`src/rtl/ps2_host_tx.sv`:
```
// PS/2 host-to-device command transmitter: inhibit, request-to-send, device-clocked shifting,
// acknowledge check and start/packet timeouts. Lines are driven open-drain via output enables.
module ps2_host_tx #(
    parameter int INHIBIT_CYCLES = 5000,
    parameter int START_TIMEOUT  = 750000,
    parameter int PACKET_TIMEOUT = 100000,
    parameter int CNT_W          = 20
) (
    input  logic       clock,
    input  logic       reset,
    input  logic [7:0] tx_data,
    input  logic       tx_start,
    input  logic       ps2_clk_in,
    input  logic       ps2_dat_in,
    output logic       ps2_clk_oe,
    output logic       ps2_dat_oe,
    output logic       busy,
    output logic       done,
    output logic       ack_err,
    output logic       timeout_err
);

    localparam logic [3:0] ST_IDLE       = 4'd0;
    localparam logic [3:0] ST_INHIBIT    = 4'd1;
    localparam logic [3:0] ST_REQ        = 4'd2;
    localparam logic [3:0] ST_WAIT_FIRST = 4'd3;
    localparam logic [3:0] ST_SHIFT      = 4'd4;
    localparam logic [3:0] ST_ACK        = 4'd5;
    localparam logic [3:0] ST_WAIT_IDLE  = 4'd6;
    localparam logic [3:0] ST_DONE       = 4'd7;
    localparam logic [3:0] ST_FAIL       = 4'd8;

    localparam logic [CNT_W-1:0] INHIBIT_LAST = CNT_W'(INHIBIT_CYCLES - 1);
    localparam logic [CNT_W-1:0] START_LAST   = CNT_W'(START_TIMEOUT - 1);
    localparam logic [CNT_W-1:0] PACKET_LAST  = CNT_W'(PACKET_TIMEOUT - 1);
    localparam logic [CNT_W-1:0] TIMER_ZERO   = {CNT_W{1'b0}};
    localparam logic [CNT_W-1:0] TIMER_MAX    = {CNT_W{1'b1}};
    localparam logic [CNT_W-1:0] TIMER_ONE    = {{(CNT_W-1){1'b0}}, 1'b1};

    // Odd parity: total ones across data and parity bit is odd.
    function automatic logic odd_parity(input logic [7:0] d);
        return ~^d;
    endfunction

    logic             clk_meta_r;
    logic             clk_sync_r;
    logic             clk_prev_r;
    logic             dat_meta_r;
    logic             dat_sync_r;
    logic             fall_s;
    logic [3:0]       state_r;
    logic [CNT_W-1:0] timer_r;
    logic [CNT_W-1:0] timer_inc_s;
    logic [9:0]       shift_r;
    logic [3:0]       bit_cnt_r;

    assign fall_s      = clk_prev_r & ~clk_sync_r;
    assign timer_inc_s = (timer_r == TIMER_MAX) ? timer_r : timer_r + TIMER_ONE;

    // Two-flop synchronizers plus one history flop for falling-edge detection.
    always_ff @(posedge clock) begin
        if (reset) begin
            clk_meta_r <= 1'b1;
            clk_sync_r <= 1'b1;
            clk_prev_r <= 1'b1;
            dat_meta_r <= 1'b1;
            dat_sync_r <= 1'b1;
        end else begin
            clk_meta_r <= ps2_clk_in;
            clk_sync_r <= clk_meta_r;
            clk_prev_r <= clk_sync_r;
            dat_meta_r <= ps2_dat_in;
            dat_sync_r <= dat_meta_r;
        end
    end

    // Transfer sequencer; all outputs are registered here.
    always_ff @(posedge clock) begin
        if (reset) begin
            state_r     <= ST_IDLE;
            timer_r     <= TIMER_ZERO;
            shift_r     <= 10'h3FF;
            bit_cnt_r   <= 4'd0;
            ps2_clk_oe  <= 1'b0;
            ps2_dat_oe  <= 1'b0;
            busy        <= 1'b0;
            done        <= 1'b0;
            ack_err     <= 1'b0;
            timeout_err <= 1'b0;
        end else begin
            done <= 1'b0;
            case (state_r)
                ST_IDLE: begin
                    ps2_clk_oe <= 1'b0;
                    ps2_dat_oe <= 1'b0;
                    busy       <= 1'b0;
                    if (tx_start) begin
                        shift_r     <= {1'b1, odd_parity(tx_data), tx_data};
                        bit_cnt_r   <= 4'd0;
                        ack_err     <= 1'b0;
                        timeout_err <= 1'b0;
                        busy        <= 1'b1;
                        timer_r     <= TIMER_ZERO;
                        ps2_clk_oe  <= 1'b1;
                        state_r     <= ST_INHIBIT;
                    end
                end
                ST_INHIBIT: begin
                    if (timer_r >= INHIBIT_LAST) begin
                        ps2_dat_oe <= 1'b1;
                        state_r    <= ST_REQ;
                    end else begin
                        timer_r <= timer_inc_s;
                    end
                end
                ST_REQ: begin
                    ps2_clk_oe <= 1'b0;
                    timer_r    <= TIMER_ZERO;
                    state_r    <= ST_WAIT_FIRST;
                end
                ST_WAIT_FIRST: begin
                    // Timeout is checked before the fall so it wins a same-cycle tie.
                    if (timer_r >= START_LAST) begin
                        ps2_clk_oe  <= 1'b0;
                        ps2_dat_oe  <= 1'b0;
                        timeout_err <= 1'b1;
                        done        <= 1'b1;
                        busy        <= 1'b0;
                        state_r     <= ST_FAIL;
                    end else if (fall_s) begin
                        ps2_dat_oe <= ~shift_r[0];
                        shift_r    <= {1'b1, shift_r[9:1]};
                        bit_cnt_r  <= 4'd1;
                        timer_r    <= TIMER_ZERO;
                        state_r    <= ST_SHIFT;
                    end else begin
                        timer_r <= timer_inc_s;
                    end
                end
                ST_SHIFT: begin
                    if (timer_r >= PACKET_LAST) begin
                        ps2_clk_oe  <= 1'b0;
                        ps2_dat_oe  <= 1'b0;
                        timeout_err <= 1'b1;
                        done        <= 1'b1;
                        busy        <= 1'b0;
                        state_r     <= ST_FAIL;
                    end else begin
                        timer_r <= timer_inc_s;
                        if (fall_s) begin
                            ps2_dat_oe <= ~shift_r[0];
                            shift_r    <= {1'b1, shift_r[9:1]};
                            bit_cnt_r  <= bit_cnt_r + 4'd1;
                            // Fall 10 has just put the stop bit on the line.
                            if (bit_cnt_r == 4'd9) begin
                                state_r <= ST_ACK;
                            end
                        end
                    end
                end
                ST_ACK: begin
                    if (timer_r >= PACKET_LAST) begin
                        ps2_clk_oe  <= 1'b0;
                        ps2_dat_oe  <= 1'b0;
                        timeout_err <= 1'b1;
                        done        <= 1'b1;
                        busy        <= 1'b0;
                        state_r     <= ST_FAIL;
                    end else begin
                        timer_r <= timer_inc_s;
                        if (fall_s) begin
                            if (dat_sync_r) begin
                                ack_err <= 1'b1;
                            end
                            state_r <= ST_WAIT_IDLE;
                        end
                    end
                end
                ST_WAIT_IDLE: begin
                    if (timer_r >= PACKET_LAST) begin
                        ps2_clk_oe  <= 1'b0;
                        ps2_dat_oe  <= 1'b0;
                        timeout_err <= 1'b1;
                        done        <= 1'b1;
                        busy        <= 1'b0;
                        state_r     <= ST_FAIL;
                    end else begin
                        timer_r <= timer_inc_s;
                        if (clk_sync_r && dat_sync_r) begin
                            done    <= 1'b1;
                            busy    <= 1'b0;
                            state_r <= ST_DONE;
                        end
                    end
                end
                ST_DONE: begin
                    state_r <= ST_IDLE;
                end
                ST_FAIL: begin
                    ps2_clk_oe <= 1'b0;
                    ps2_dat_oe <= 1'b0;
                    state_r    <= ST_IDLE;
                end
                default: begin
                    ps2_clk_oe <= 1'b0;
                    ps2_dat_oe <= 1'b0;
                    busy       <= 1'b0;
                    state_r    <= ST_IDLE;
                end
            endcase
        end
    end

endmodule

```
`config.mk`:
```
export PLATFORM = sky130hd
export DESIGN_NAME = ps2_host_tx
export DESIGN_NICKNAME = d
export VERILOG_FILES = /design/src/rtl/ps2_host_tx.sv
export SDC_FILE = /design/constraint.sdc
export NUM_CORES = 1
export LEC_CHECK = 0
export ABC_AREA = 1
export BUFFER_PORTS_ARGS = -buffer_cell sky130_fd_sc_hd__buf_2
export CAP_MARGIN = 40
export CORE_MARGIN = 2
export CORE_UTILIZATION = 40
export CTS_CLUSTER_DIAMETER = 200
export DETAILED_ROUTE_END_ITERATION = 8
export PLACE_DENSITY = 0.68
export SLEW_MARGIN = 25
export SYNTH_ARGS = -nofsm -noshare
export SYNTH_HDL_FRONTEND = slang
export SYNTH_SLANG_ARGS = --single-unit
```
`constraint.sdc`:
```
create_clock -name clock -period 3.2 [get_ports clock]
set_input_delay 0.64 -clock clock [delete_from_list [all_inputs] [get_ports clock]]
set_output_delay 0.64 -clock clock [all_outputs]
set_load 0.005 [all_outputs]
```
==> run summary <==
Layout Utilization - 0.445
num rows - 33
drt initial violations - 213
status - completed
# H-tree levels - 2
Sw Pwr - 1.04 mW
pin count of the biggest net entering global routing - 33
IO Pins - 19
crit path launch type - register
total gr overflow - 0
CP Max Fanout - 11
worst skew pair latency - 310 ps
Arr. time, crit path - 2550 ps
CTS Buf Count - 5
Primary FF master, synth - dfxtp_1
RSZ-0062 raised after global routing - no
Hold Path Depth - 1
P per Cell Area - 622 nW/µm²
fin crit share - 0.724
Worst Hold Class - register to register
layout cell share with drive strength beyond 1 - 0.119
hold_sp - clk_meta_r
Setup CP Type - register to register
postcts setup bufs - 0
fillers - 911
Internal - 1.25 mW
Worst setup EP type - register
top cell type by total area after synthesis - dfxtp_1
Max Cap Viol - 0
Setup Total Neg Slack - 0 ps
Seq/Total Area, Yosys - 0.281
Post-synth EDFFs - 0
Mapped Area - 3420 µm²
number of remaining DRC errors - 0
Post-Syn Area per Cell - 6.07 µm²
placed insts - 670
Sw Ratio - 0.455
setup violators final - 0
most common cell in the netlist - nand2_1
HPWL after detailed placement - 6.01 mm
Tmin final - 2320 ps
total power - 2.28 mW
Max-slew headroom - 0.581
NumNets Final - 588
antenna violations before repair - 0
clock network power share - 0.208
synth cell count leaders - 198 x nand2_1, 65 x nand3_1, 62 x nor2_1
largest cells by area after synthesis - dfxtp_1 28%, nand2_1 22%, nand3_1 9.5%
dpl ws - 927 ps
CTS tree - done
CTS Hold Bufs - 0
DIE AREA - 9290 µm²
buffer depth of the longest clock path - 2
number of global-route vias before repair - 3181
Worst Hold End - clk_sync_r
ys async rst share - 0
Placer Congestion - 0.901
Area Overhead vs Synth - 7.47%
Peak VDD IR - 293 µV
Post-DP Area - 3560 µm²
via count - 3499
WP data required - 3440 ps
post-synthesis net count - 579
Final Hold Violating Endpoints - 0
synth warn - 0
CTS resizes - 0
Layout Skew - 7.27 ps
GRT Overall Usage - 0.192
reg-to-reg slack, setup - 880 ps
worst-margin pin slew - 626 ps
total wire length - 8.36 mm
Routed WL per cell - 12.3 µm
DR pass1 iterations - 6
Final Max Tran Viols - 0
Yosys cell types - 36
cells on worst reg2reg path - 13
sequential share of power - 0.330
synthesized flop and latch total - 48
I/O Buffers - 18
worst setup margin - 884 ps
Starting Density - 0.414
Fmax - 0.432 GHz
Die Y - 96.4 µm
Sink Count - 48
die width - 96.4 µm
Gate Count Post-Synth - 563
leak pwr - 1.72 nW
Root Driver - clkbuf_8
Final ANT Viol Nets - 0
final non-filler cell total - 678
number of diodes - 0
final instance area - 3670 µm²
Fin Hold WS - 426 ps
Combinational Power Share - 0.462
RR Endpoint - timer_r[12]
post-synth top area share - 0.281
vias per inst - 5.16
core region area - 8260 µm²
Reg2Reg Launch Point - timer_r[0]
CTS clk-pin slew, worst paths - 100 ps
first-pass GRT wire length - 14.3 mm
==> layout make-up <==
type,count,area [µm²],area share
multi-input cells,448,2170,0.591
flip-flops and latches,48,961,0.262
inverters,48,183,0.0498
well taps,105,131,0.0358
repair buffers,21,113,0.0307
clock buffers,5,68.8,0.0187
clock inverters,3,46.3,0.0126
==> critical path, stage by stage, from the launching register on <==
cell and delay [ps]:
dfxtp_1 380, ha_1 280, nand3_2 130, inv_2 60, nand3_1 70, nand2_1 60, nand2_1 100, nand2_1 80
nand2_2 120, nand2_2 80, nor2_2 390, buf_4 260, nand2_1 60, a21oi_1 150
==> cell families (layout without fill, tap and decap cells) <==
family | Yosys count | in the layout | share of synthesized area
AND/OR/NAND/NOR | 369 | 369 | 0.482
buffers and inverters | 67 | 77 | 0.0839
AO/OA/AOI/OAI | 57 | 57 | 0.0930
flip-flops | 48 | 48 | 0.281
XOR/XNOR | 19 | 19 | 0.0487
adder cells (fa/ha/maj) | 3 | 3 | 0.0110
==> cell usage in the layout, fill, tap and decap left out, types with 5 or more instances in the layout <==
cell type,Yosys,final
o21ai_0,16,16
nand4_1,7,7
xor2_1,15,15
nor3_1,5,5
nor2_1,62,62
nand3_1,65,65
nand2_1,198,198
inv_2,5,5
inv_1,42,42
buf_2,8,18
a21oi_1,30,30
dfxtp_1,48,48
clkbuf_8,0,5
nand2_2,10,10
==> worst max-delay path by stage <==
| stage | slack (ps) | startpoint | to | depth (start not counted) |
|---|---|---|---|---|
| floorplan | 1480 | timer_r[0] | timer_r[0] | 12 |
| global placement | 1020 | timer_r[0] | timer_r[6] | 13 |
| detailed placement | 930 | timer_r[0] | timer_r[12] | 13 |
| CTS | 910 | timer_r[0] | timer_r[12] | 13 |
| global route | 660 | timer_r[0] | timer_r[12] | 13 |
| finish | 880 | timer_r[0] | timer_r[12] | 13 |
==> state kept, by name, indices dropped and copies added (netlist names) <==
signal,flops
dat_sync_r,1
clk_meta_r,1
done,1
dat_meta_r,1
state_r,4
clk_sync_r,1
ps2_clk_oe,1
timeout_err,1
ps2_dat_oe,1
ack_err,1
timer_r,20
busy,1
clk_prev_r,1
shift_r,9
bit_cnt_r,4
==> power by group through the flow <==
stage          combinational, mW  sequential [mW]  clock (mW)
2_1_floorplan              0.845            0.749           0
3_3_place_gp                1.03            0.767           0
3_5_place_dp                1.05            0.769           0
4_1_cts                     1.05            0.755       0.485
5_1_grt                     1.21            0.768       0.502
6_report                    1.05            0.755       0.475
==> layer usage <==
| layer | GRT usage | routed length (µm) | vias to the layer above |
|---|---|---|---|
| li1 | - | - | 1812 |
| met2 | 0.329 | 3840 | 101 |
| met3 | 0.0310 | 398 | 15 |
| met4 | 0.0516 | 135 | 0 |
| met5 | 0 | 0 | - |
| met1 | 0.251 | 3990 | 1571 |
No activity file was read; power rests on OpenSTA's default activity.
